`src/rtl/pulse_stretcher_pkg.sv`:
```
// Shared types and constants for the pulse stretcher.
// State encoding, default tick divider and a small helper.
package pulse_stretcher_pkg;

  typedef enum logic [1:0] {
    ST_IDLE = 2'd0,
    ST_HOLD = 2'd1,
    ST_GAP  = 2'd2
  } state_e;

  // 10 ms tick from a 100 MHz clock
  localparam int DEF_TICK_DIV = 1_000_000;

  function automatic int max_int(
    input int a,
    input int b
  );
    return (a > b) ? a : b;
  endfunction

endpackage

```
`src/rtl/pulse_stretcher_if.sv`:
```
// Trigger request in, stretched pulse and status out.
// master drives the trigger, slave is the stretcher.
interface pulse_stretcher_if;

  logic trig_in;
  logic Q_out;
  logic busy;
  logic pending;
  logic miss;

  modport master (
    output trig_in,
    input  Q_out,
    input  busy,
    input  pending,
    input  miss
  );

  modport slave (
    input  trig_in,
    output Q_out,
    output busy,
    output pending,
    output miss
  );

endinterface

```
`src/rtl/pulse_stretcher_tick_gen.sv`:
```
// Free-running divider producing a one-cycle tick every DIV clocks.
// Synchronous clear restarts the count so timed intervals are exact.
module tick_gen #(
  parameter int DIV = 4
) (
  input  logic clk,
  input  logic rst_n,
  input  logic i_clr,
  output logic o_tick
);

  localparam int CW = (DIV > 1) ? $clog2(DIV) : 1;
  localparam logic [CW-1:0] LAST = CW'(DIV - 1);

  logic [CW-1:0] r_cnt;

  assign o_tick = (r_cnt == LAST);

  always_ff @(posedge clk or negedge rst_n) begin
    if (!rst_n) begin
      r_cnt <= '0;
    end else if (i_clr || o_tick) begin
      r_cnt <= '0;
    end else begin
      r_cnt <= r_cnt + CW'(1);
    end
  end

endmodule

```
`src/rtl/pulse_stretcher.sv`:
```
// Stretches single-cycle triggers into fixed-length pulses
// followed by a mandatory low gap, with a one-deep trigger queue.
module pulse_stretcher
  import pulse_stretcher_pkg::*;
#(
  parameter int TICK_DIV   = DEF_TICK_DIV,
  parameter int HOLD_TICKS = 10,
  parameter int GAP_TICKS  = 5,
  parameter int RETRIGGER  = 1
) (
  input logic              clk,
  input logic              reset,
  pulse_stretcher_if.slave bus
);

  localparam int TW =
    $clog2(max_int(HOLD_TICKS, GAP_TICKS) + 1);
  localparam logic [TW-1:0] HOLD_LAST = TW'(HOLD_TICKS - 1);
  localparam logic [TW-1:0] GAP_LAST  = TW'(GAP_TICKS - 1);
  localparam bit RETRIG = (RETRIGGER != 0);
  localparam bit HAS_GAP = (GAP_TICKS > 0);

  state_e        r_state;
  logic [TW-1:0] r_tcnt;
  logic          r_q;
  logic          r_busy;
  logic          r_pend;
  logic          r_miss;

  logic   w_tick;
  logic   w_trig;
  logic   w_in_hold;
  logic   w_in_gap;
  logic   w_restart;
  logic   w_queue;
  logic   w_pend;
  logic   w_hold_end;
  logic   w_gap_end;
  logic   w_clr;
  logic   w_pend_nx;
  state_e w_next;

  assign w_trig    = bus.trig_in;
  assign w_in_hold = (r_state == ST_HOLD);
  assign w_in_gap  = (r_state == ST_GAP);

  assign w_restart = w_in_hold && w_trig && RETRIG;
  assign w_queue   = w_trig &&
                     (w_in_gap || (w_in_hold && !RETRIG));
  // a trigger on the last cycle is queued before the exit
  assign w_pend    = r_pend || w_queue;

  assign w_hold_end = w_in_hold && w_tick &&
                      (r_tcnt == HOLD_LAST);
  assign w_gap_end  = w_in_gap && w_tick &&
                      (r_tcnt == GAP_LAST);

  always_comb begin
    w_next    = r_state;
    w_pend_nx = w_pend;
    unique case (1'b1)
      (r_state == ST_IDLE): begin
        w_pend_nx = 1'b0;
        if (w_trig) w_next = ST_HOLD;
      end
      w_in_hold: begin
        if (w_restart) begin
          w_next = ST_HOLD;
        end else if (w_hold_end) begin
          if (HAS_GAP) begin
            w_next = ST_GAP;
          end else if (w_pend) begin
            w_next    = ST_HOLD;
            w_pend_nx = 1'b0;
          end else begin
            w_next = ST_IDLE;
          end
        end
      end
      w_in_gap: begin
        if (w_gap_end) begin
          if (w_pend) begin
            w_next    = ST_HOLD;
            w_pend_nx = 1'b0;
          end else begin
            w_next = ST_IDLE;
          end
        end
      end
      default: begin
        w_next    = ST_IDLE;
        w_pend_nx = 1'b0;
      end
    endcase
  end

  assign w_clr = (r_state == ST_IDLE) || (w_next != r_state) ||
                 w_restart || w_hold_end || w_gap_end;

  tick_gen #(
    .DIV (TICK_DIV)
  ) u_tick (
    .clk    (clk),
    .rst_n  (reset),
    .i_clr  (w_clr),
    .o_tick (w_tick)
  );

  always_ff @(posedge clk or negedge reset) begin
    if (!reset) begin
      r_state <= ST_IDLE;
      r_tcnt  <= '0;
      r_q     <= 1'b0;
      r_busy  <= 1'b0;
      r_pend  <= 1'b0;
      r_miss  <= 1'b0;
    end else begin
      r_state <= w_next;
      r_pend  <= w_pend_nx;
      r_miss  <= w_queue && r_pend;
      r_q     <= (w_next == ST_HOLD);
      r_busy  <= (w_next != ST_IDLE);
      if (w_clr) begin
        r_tcnt <= '0;
      end else if (w_tick) begin
        r_tcnt <= r_tcnt + TW'(1);
      end
    end
  end

  assign bus.Q_out   = r_q;
  assign bus.busy    = r_busy;
  assign bus.pending = r_pend;
  assign bus.miss    = r_miss;

endmodule

```
`src/flat_wrapper.sv`:
```
// flat-port wrapper written by rule: the top's interface ports become plain ports
module pulse_stretcher_flat import pulse_stretcher_pkg::*;
#(
  parameter int TICK_DIV   = DEF_TICK_DIV,
  parameter int HOLD_TICKS = 10,
  parameter int GAP_TICKS  = 5,
  parameter int RETRIGGER  = 1
)
  (clk, reset, bus_trig_in, bus_Q_out, bus_busy, bus_pending, bus_miss);
  pulse_stretcher_if bus_i ();
  input logic clk;
  input logic reset;
  input wire logic [$bits(bus_i.trig_in)-1:0] bus_trig_in;
  output wire logic [$bits(bus_i.Q_out)-1:0] bus_Q_out;
  output wire logic [$bits(bus_i.busy)-1:0] bus_busy;
  output wire logic [$bits(bus_i.pending)-1:0] bus_pending;
  output wire logic [$bits(bus_i.miss)-1:0] bus_miss;
  assign bus_i.trig_in = bus_trig_in;
  assign bus_Q_out = bus_i.Q_out;
  assign bus_busy = bus_i.busy;
  assign bus_pending = bus_i.pending;
  assign bus_miss = bus_i.miss;
  pulse_stretcher #(.TICK_DIV(TICK_DIV), .HOLD_TICKS(HOLD_TICKS), .GAP_TICKS(GAP_TICKS), .RETRIGGER(RETRIGGER)) u_core (.clk(clk), .reset(reset), .bus(bus_i));
endmodule
```
`config.mk`:
```
export PLATFORM = sky130hd
export DESIGN_NAME = pulse_stretcher_flat
export DESIGN_NICKNAME = d
export VERILOG_FILES = /design/src/rtl/pulse_stretcher_pkg.sv /design/src/rtl/pulse_stretcher_if.sv /design/src/rtl/pulse_stretcher_tick_gen.sv /design/src/rtl/pulse_stretcher.sv /design/src/flat_wrapper.sv
export SDC_FILE = /design/constraint.sdc
export NUM_CORES = 1
export LEC_CHECK = 0
export BUFFER_PORTS_ARGS = -buffer_cell sky130_fd_sc_hd__clkbuf_2
export CORE_MARGIN = 5
export CORE_UTILIZATION = 55
export CTS_CLUSTER_SIZE = 14
export DETAILED_ROUTE_END_ITERATION = 12
export PLACE_DENSITY = 0.72
export SYNTH_ARGS = -nofsm -noshare
export SYNTH_HDL_FRONTEND = slang
export SYNTH_SLANG_ARGS = --single-unit
```
`constraint.sdc`:
```
create_clock -name clk -period 3.4 [get_ports clk]
set_clock_uncertainty 0.2 [all_clocks]
set_input_delay 0.68 -clock clk [delete_from_list [all_inputs] [get_ports clk]]
set_output_delay 0.68 -clock clk [all_outputs]
set_load 0.05 [all_outputs]
```
; Yosys cells after proc, flatten, opt, wreduce, memory -nomap -nowiden
; Index checks and enable logic that the tools add are counted.
[totals]
ff_bits = 30
input_bits = 3
output_inout_bits = 4
word_cells = 43
[op_classes]
addsub = 2
n_eq_ne = 7
muxes = 11
reduce_logical = 16
[ops]
columns = op, n
row1 = "20-bit by 1-bit adder with 20-bit output, second input constant", 1
row2 = "20-bit equality test, second input constant", 1
row3 = 20-bit two-way mux, 1
row4 = 2-bit two-way mux, 4
row5 = 4-bit two-way mux, 2
row6 = 1-bit logical AND, 7
row7 = 1-bit logical OR, 6
row8 = 2-bit case mux with 3 select lines, 1
row9 = "4-bit by 1-bit adder with 4-bit output, second input constant", 1
row10 = "2-bit by 1-bit equality test with 1-bit output, second input constant", 2
row11 = "4-bit by 3-bit equality test with 1-bit output, second input constant", 1
row12 = "4-bit equality test, second input constant", 1
row13 = 2-bit nonzero test, 2
row14 = "2-bit equality test, second input constant", 1
row15 = 2-bit zero test, 1
row16 = 1-bit two-way mux, 2
row17 = 2-bit != test, 1
row18 = 1-bit case mux with 2 select lines, 1

; Depth between registers and ports, before layout
[logic_depth]
word_depth = 13
mapped_depth = 9
ltp_nobuf = 8

; By module
; Synthesis repeated with hierarchy kept, for this count alone.
[unflattened]
cells_unflattened = 167
area_unflattened_um2 = 1672.9
[modules_own_cells]
columns = module, n_inst, cells_each, area_each_um2, seq_area_each_um2
row1 = tick_gen, 1, 105, 1021.0, 500.5
row2 = pulse_stretcher, 1, 62, 651.9, 250.2

; Worst setup path before layout
; Ideal clock, no wire load.
[synth_path]
path_type = input to register
start = input bus_trig_in
end = register u_core.r_tcnt[0]
setup_ps = 80
arrival_time_ps = 2132
required_ps = 3120
path_slack_ps = 987
path_stages = 8
path_buffers = 2
cell_sequence = clkbuf_1 > nor2_1 > or3_1 > a31o_2 > a21oi_1 > o21ai_4 > buf_6 > nor3_2
[synth_between]
elab_chain_len = 11
word_cells_on_any_way = 15
classes_between = eq/ne: 1 / mux: 6 / reduce/logical: 8
[synth_lines]
columns = item, line_no
row1 = from (decl), flat_wrapper.sv:13  ; input wire logic [$bits(bus_i.trig_in)-1:0] bus_trig_in;
row2 = 1-bit logical AND, pulse_stretcher.sv:48  ; assign w_queue = w_trig &&
row3 = 1-bit logical OR, pulse_stretcher.sv:51  ; assign w_pend = r_pend || w_queue;
row4 = 1-bit two-way mux, pulse_stretcher.sv:82  ; if (w_pend) begin
row5 = 2-bit two-way mux, pulse_stretcher.sv:81  ; if (w_gap_end) begin
row6 = 2-bit case mux with 3 select lines, pulse_stretcher.sv:61  ; unique case (1'b1)
row7 = 2-bit != test, pulse_stretcher.sv:97  ; assign w_clr = (r_state == ST_IDLE) || (w_next != r_state) ||
row8 = 1-bit logical OR, pulse_stretcher.sv:97
row9 = 1-bit logical OR *, pulse_stretcher.sv:97
row10 = 1-bit logical OR * (2 in series), pulse_stretcher.sv:98  ; w_restart || w_hold_end || w_gap_end;
row11 = 4-bit two-way mux or 2-bit nonzero test (tied branches), n/a
row12 = to (signal assigned), pulse_stretcher.sv:126  ; r_tcnt <= r_tcnt + TW'(1);
row13 = to (decl), pulse_stretcher.sv:24  ; logic [TW-1:0] r_tcnt;
; Every way passes the cells marked *; elsewhere a longest branch is shown, timed or not.
; A chain may end at the register's enable or synchronous reset.

; Worst setup path in the final report
[layout_path]
start = register u_core.u_tick.r_cnt[6]
end = register u_core.r_tcnt[2]
[layout_between]
elab_chain_len = 12
word_cells_on_any_way = 16
classes_between = eq/ne: 2 / mux: 5 / reduce/logical: 9
[layout_lines]
columns = item, line_no
row1 = from (decl), pulse_stretcher_tick_gen.sv:15  ; logic [CW-1:0] r_cnt;
row2 = from (signal assigned), pulse_stretcher_tick_gen.sv:25  ; r_cnt <= r_cnt + CW'(1);
row3 = 20-bit equality test *, pulse_stretcher_tick_gen.sv:17  ; assign o_tick = (r_cnt == LAST);
row4 = 1-bit logical AND (2 in series), pulse_stretcher.sv:53  ; assign w_hold_end = w_in_hold && w_tick &&
row5 = 2-bit two-way mux, pulse_stretcher.sv:69  ; end else if (w_hold_end) begin
row6 = 2-bit two-way mux, pulse_stretcher.sv:67  ; if (w_restart) begin
row7 = 2-bit case mux with 3 select lines, pulse_stretcher.sv:61
row8 = 2-bit != test, pulse_stretcher.sv:97
row9 = 1-bit logical OR (2 in series), pulse_stretcher.sv:97
row10 = 1-bit logical OR (2 in series), pulse_stretcher.sv:98
row11 = 4-bit two-way mux or 2-bit nonzero test (tied branches), n/a
; Marks and branches as above.

==> impl_metrics.csv <==
group,metric,value,unit
synth,yosys_warnings,0,
synth,synth_adder_area_share,0.05984,
pwr,vdd.ir_drop.worst,0.4119,mV
detailed_routing,dr.pass1.iters,4,
detailed_routing,drc,0,
timing,hold_viol_final,0,
clock_tree,numCtsBuffers,5,
clock_tree,cts_hold_buf,0,
cells_and_area,drive_above_1_share,0.1333,
grt,grt_max_degree,31,
clock_tree,postCtsResizedCells,0,
min_path,min_path_type,"input pin to async pin",
cells_and_area,n_antenna_cell,0,
detailed_routing,vias,1218,
synth,muxShareOfSynthArea,0.005984,
critical_path,regToRegStartpoint,"u_core.u_tick.r_cnt[6]",
die,io_pins,7,
synth,yosys.area_share.simple,0.2715,
grt,gr-total-overflow,0,
critical_path,cp_data_required_time,3.39,ns
timing,worst_pin_slew,0.7266,ns
die,start_util,0.5618,
synth,synth_seq_area_share,0.4488,
clock_tree,post-cts-setup-buffers,0,
clock_tree,clockBufferDepth,2,
synth,syn_inst,169,
placed_design,gp_congestion,0.9188,
timing,finalCriticalPeriod,2.737,ns
detailed_routing,viasPerCell,5.718,
clock_tree,cts_max_level,2,
clock_tree,clock_latency,0.33,ns
cells_and_area,nets,191,
critical_path,cp-start-kind,"flop",
die,dieArea,0.004245,mm^2
timing,rsz0062_at_grt,"false",
clock_tree,cts.sinks,30,
cells_and_area,final_common_cell,"nor2_1",
placed_design,hpwl,2265,um
clock_tree,cts_tree,"built",
critical_path,cp_max_fo,13,
clock_tree,clk_pin_slew,0.09,ns
synth,avgSynthCellArea,9.899,um^2
timing,finalSetupTns,0,ns
timing,slew_viol_final,0,
critical_path,worst_setup_path_end_kind,"flop",
synth,syn_area,0.001673,mm^2
timing,slew_headroom,0.5156,
synth,syn_nets,180,
detailed_routing,drtIter0Drc,65,
synth,synth_compound_area_frac,0.07629,
die,coreArea,0.002978,mm^2
timing,fmax,365.4,MHz
grt,grt_pass1_wl,5554,um
status,status,"finished, final reports clean",
pwr,leakage,0.7655,nW
grt,grt_pass1_vias,1254,
critical_path,worstSetupPathType,"flop to flop",
clock_tree,clockRootBuffer,"clkbuf_4",
die,die_x,65.15,um
grt,track_usage,0.1723,
grt,antenna_found_initial,0,
cells_and_area,areaGrowthSynthToFinish,6.208,%
synth,ys_ff_latch,30,
die,die_h,65.15,um
timing,fin_crit_sh,0.8049,
synth,synthXorXnorAreaFrac,0.1099,
die,rows,20,
critical_path,cp.arrival,2.73,ns
synth,synth_top_family_by_area,"simple AND/OR/NAND/NOR gates",
detailed_routing,antenna_left,0,
timing,setup_viol,0,
cells_and_area,final_cell_mix,"32 x nor2_1, 30 x dfrtp_1, 11 x xor2_1",
detailed_routing,drt_wl_total,3030,um
synth,yosysUniqueCellTypes,36,
detailed_routing,avgRoutedWirePerCell,14.23,um
placed_design,numPortBuffers,6,
cells_and_area,fin_util,0.5966,
pwr,p_per_area,494.0,mW/mm^2
job,maxCapViolCount,0,
critical_path,crit_start,"u_core.u_tick.r_cnt[6]",
synth_stat cells (all sizes together):
cell type  count  share of area
xor2          11          0.058
xnor2         10          0.052
mux2i          1         0.0060
nor4           1          0.013
or2            2         0.0075
nor2          32          0.072
buf            2         0.0097
nand3          8          0.031
and4           1         0.0052
inv            7          0.016
nand4b         3          0.016
ha             8          0.060
or4b           1         0.0082
o211ai         1         0.0045
a21oi          5          0.015
or4            1         0.0045
and2           2         0.0075
nand4          5          0.019
o21ai          2          0.013
o31a           1         0.0052
a31o           4          0.021
and3           3          0.011
clkbuf         1         0.0022
nand2b         1         0.0037
dfrtp         30           0.45
nand2         10          0.022
nor2b          3          0.011
nor3b          2         0.0090
a221oi         1         0.0052
nor3           8          0.027
or3            1         0.0037
o311a          1          0.013
logic make-up (layout without fill, tap and decap cells):
logic type | after synthesis | count (layout)
buffers and inverters | 10 | 21
AO/OA/AOI/OAI | 15 | 15
XOR/XNOR | 21 | 21
AND/OR/NAND/NOR | 84 | 84
adder cells (fa/ha/maj) | 8 | 8
flip-flops | 30 | 30
multiplexers | 1 | 1
area by class of cell:
type | instances | area, um^2
inverters | 7 | 26.28
fillers | 268 | 1201
flip-flops and latches | 30 | 750.7
well taps | 33 | 41.29
repair buffers | 7 | 37.54
clock buffers | 7 | 45.04
multi-input cells | 129 | 875.8
path summary, 6_finish.rpt:
check | slack, ns | to | depth (start not counted)
max | 0.66 | u_core.r_tcnt[2] | 6
min | 0.19 | u_core.u_tick.r_cnt[16] | 1
max reg2reg | 0.66 | u_core.r_tcnt[2] | 6
min reg2reg | 0.29 | u_core.u_tick.r_cnt[0] | 1
max in group asynchronous | 2.34 | u_core.r_tcnt[3] | 1
min in group clk | 0.29 | u_core.u_tick.r_cnt[0] | 1
registers in the layout, indices dropped and copies added, names as in the netlist:
register             cells
u_core.u_tick.r_cnt     20
u_core.r_tcnt            4
u_core.r_state           2
u_core.bus.Q_out         1
u_core.bus.busy          1
u_core.bus.miss          1
u_core.bus.pending       1
worst max-delay path, stage by stage, from the launching register on:
cell     delay [ns]
dfrtp_1        0.43
or4_1          0.53
nor2_1         0.43
nand3_4        0.18
o311a_4        0.35
o21ai_4        0.37
nor3_1         0.11
stage by stage:
stage          area, um^2  worst slack (ns)  power [mW]  cells  hold WS (ns)
6_report             1777            0.6633      0.8778    213        0.1936
5_1_grt              1777            0.5042      0.9414    213        0.2531
2_1_floorplan        1673            0.9873      0.6346    169        0.1844
3_3_place_gp         1732            0.7730      0.6878    206        0.2574
4_1_cts              1777            0.6688      0.8949    213        0.2055
3_5_place_dp         1732            0.6828      0.7000    206        0.2769
where the power goes:
group | switching, mW | internal, mW | total (mW)
logic | 0.192 | 0.0916 | 0.283
registers | 0.0199 | 0.385 | 0.405
clock network | 0.112 | 0.0778 | 0.190
total | 0.324 | 0.554 | 0.878
metal layers:
layer  vias up  global-route usage  part of all wire
met5         -                   0                 0
li1        599                   -                 -
met4         0             0.08031             0.023
met2        22              0.2886              0.49
met3         9             0.06154             0.041
met1       588              0.1963              0.44
(Power assumes the default switching activity.)
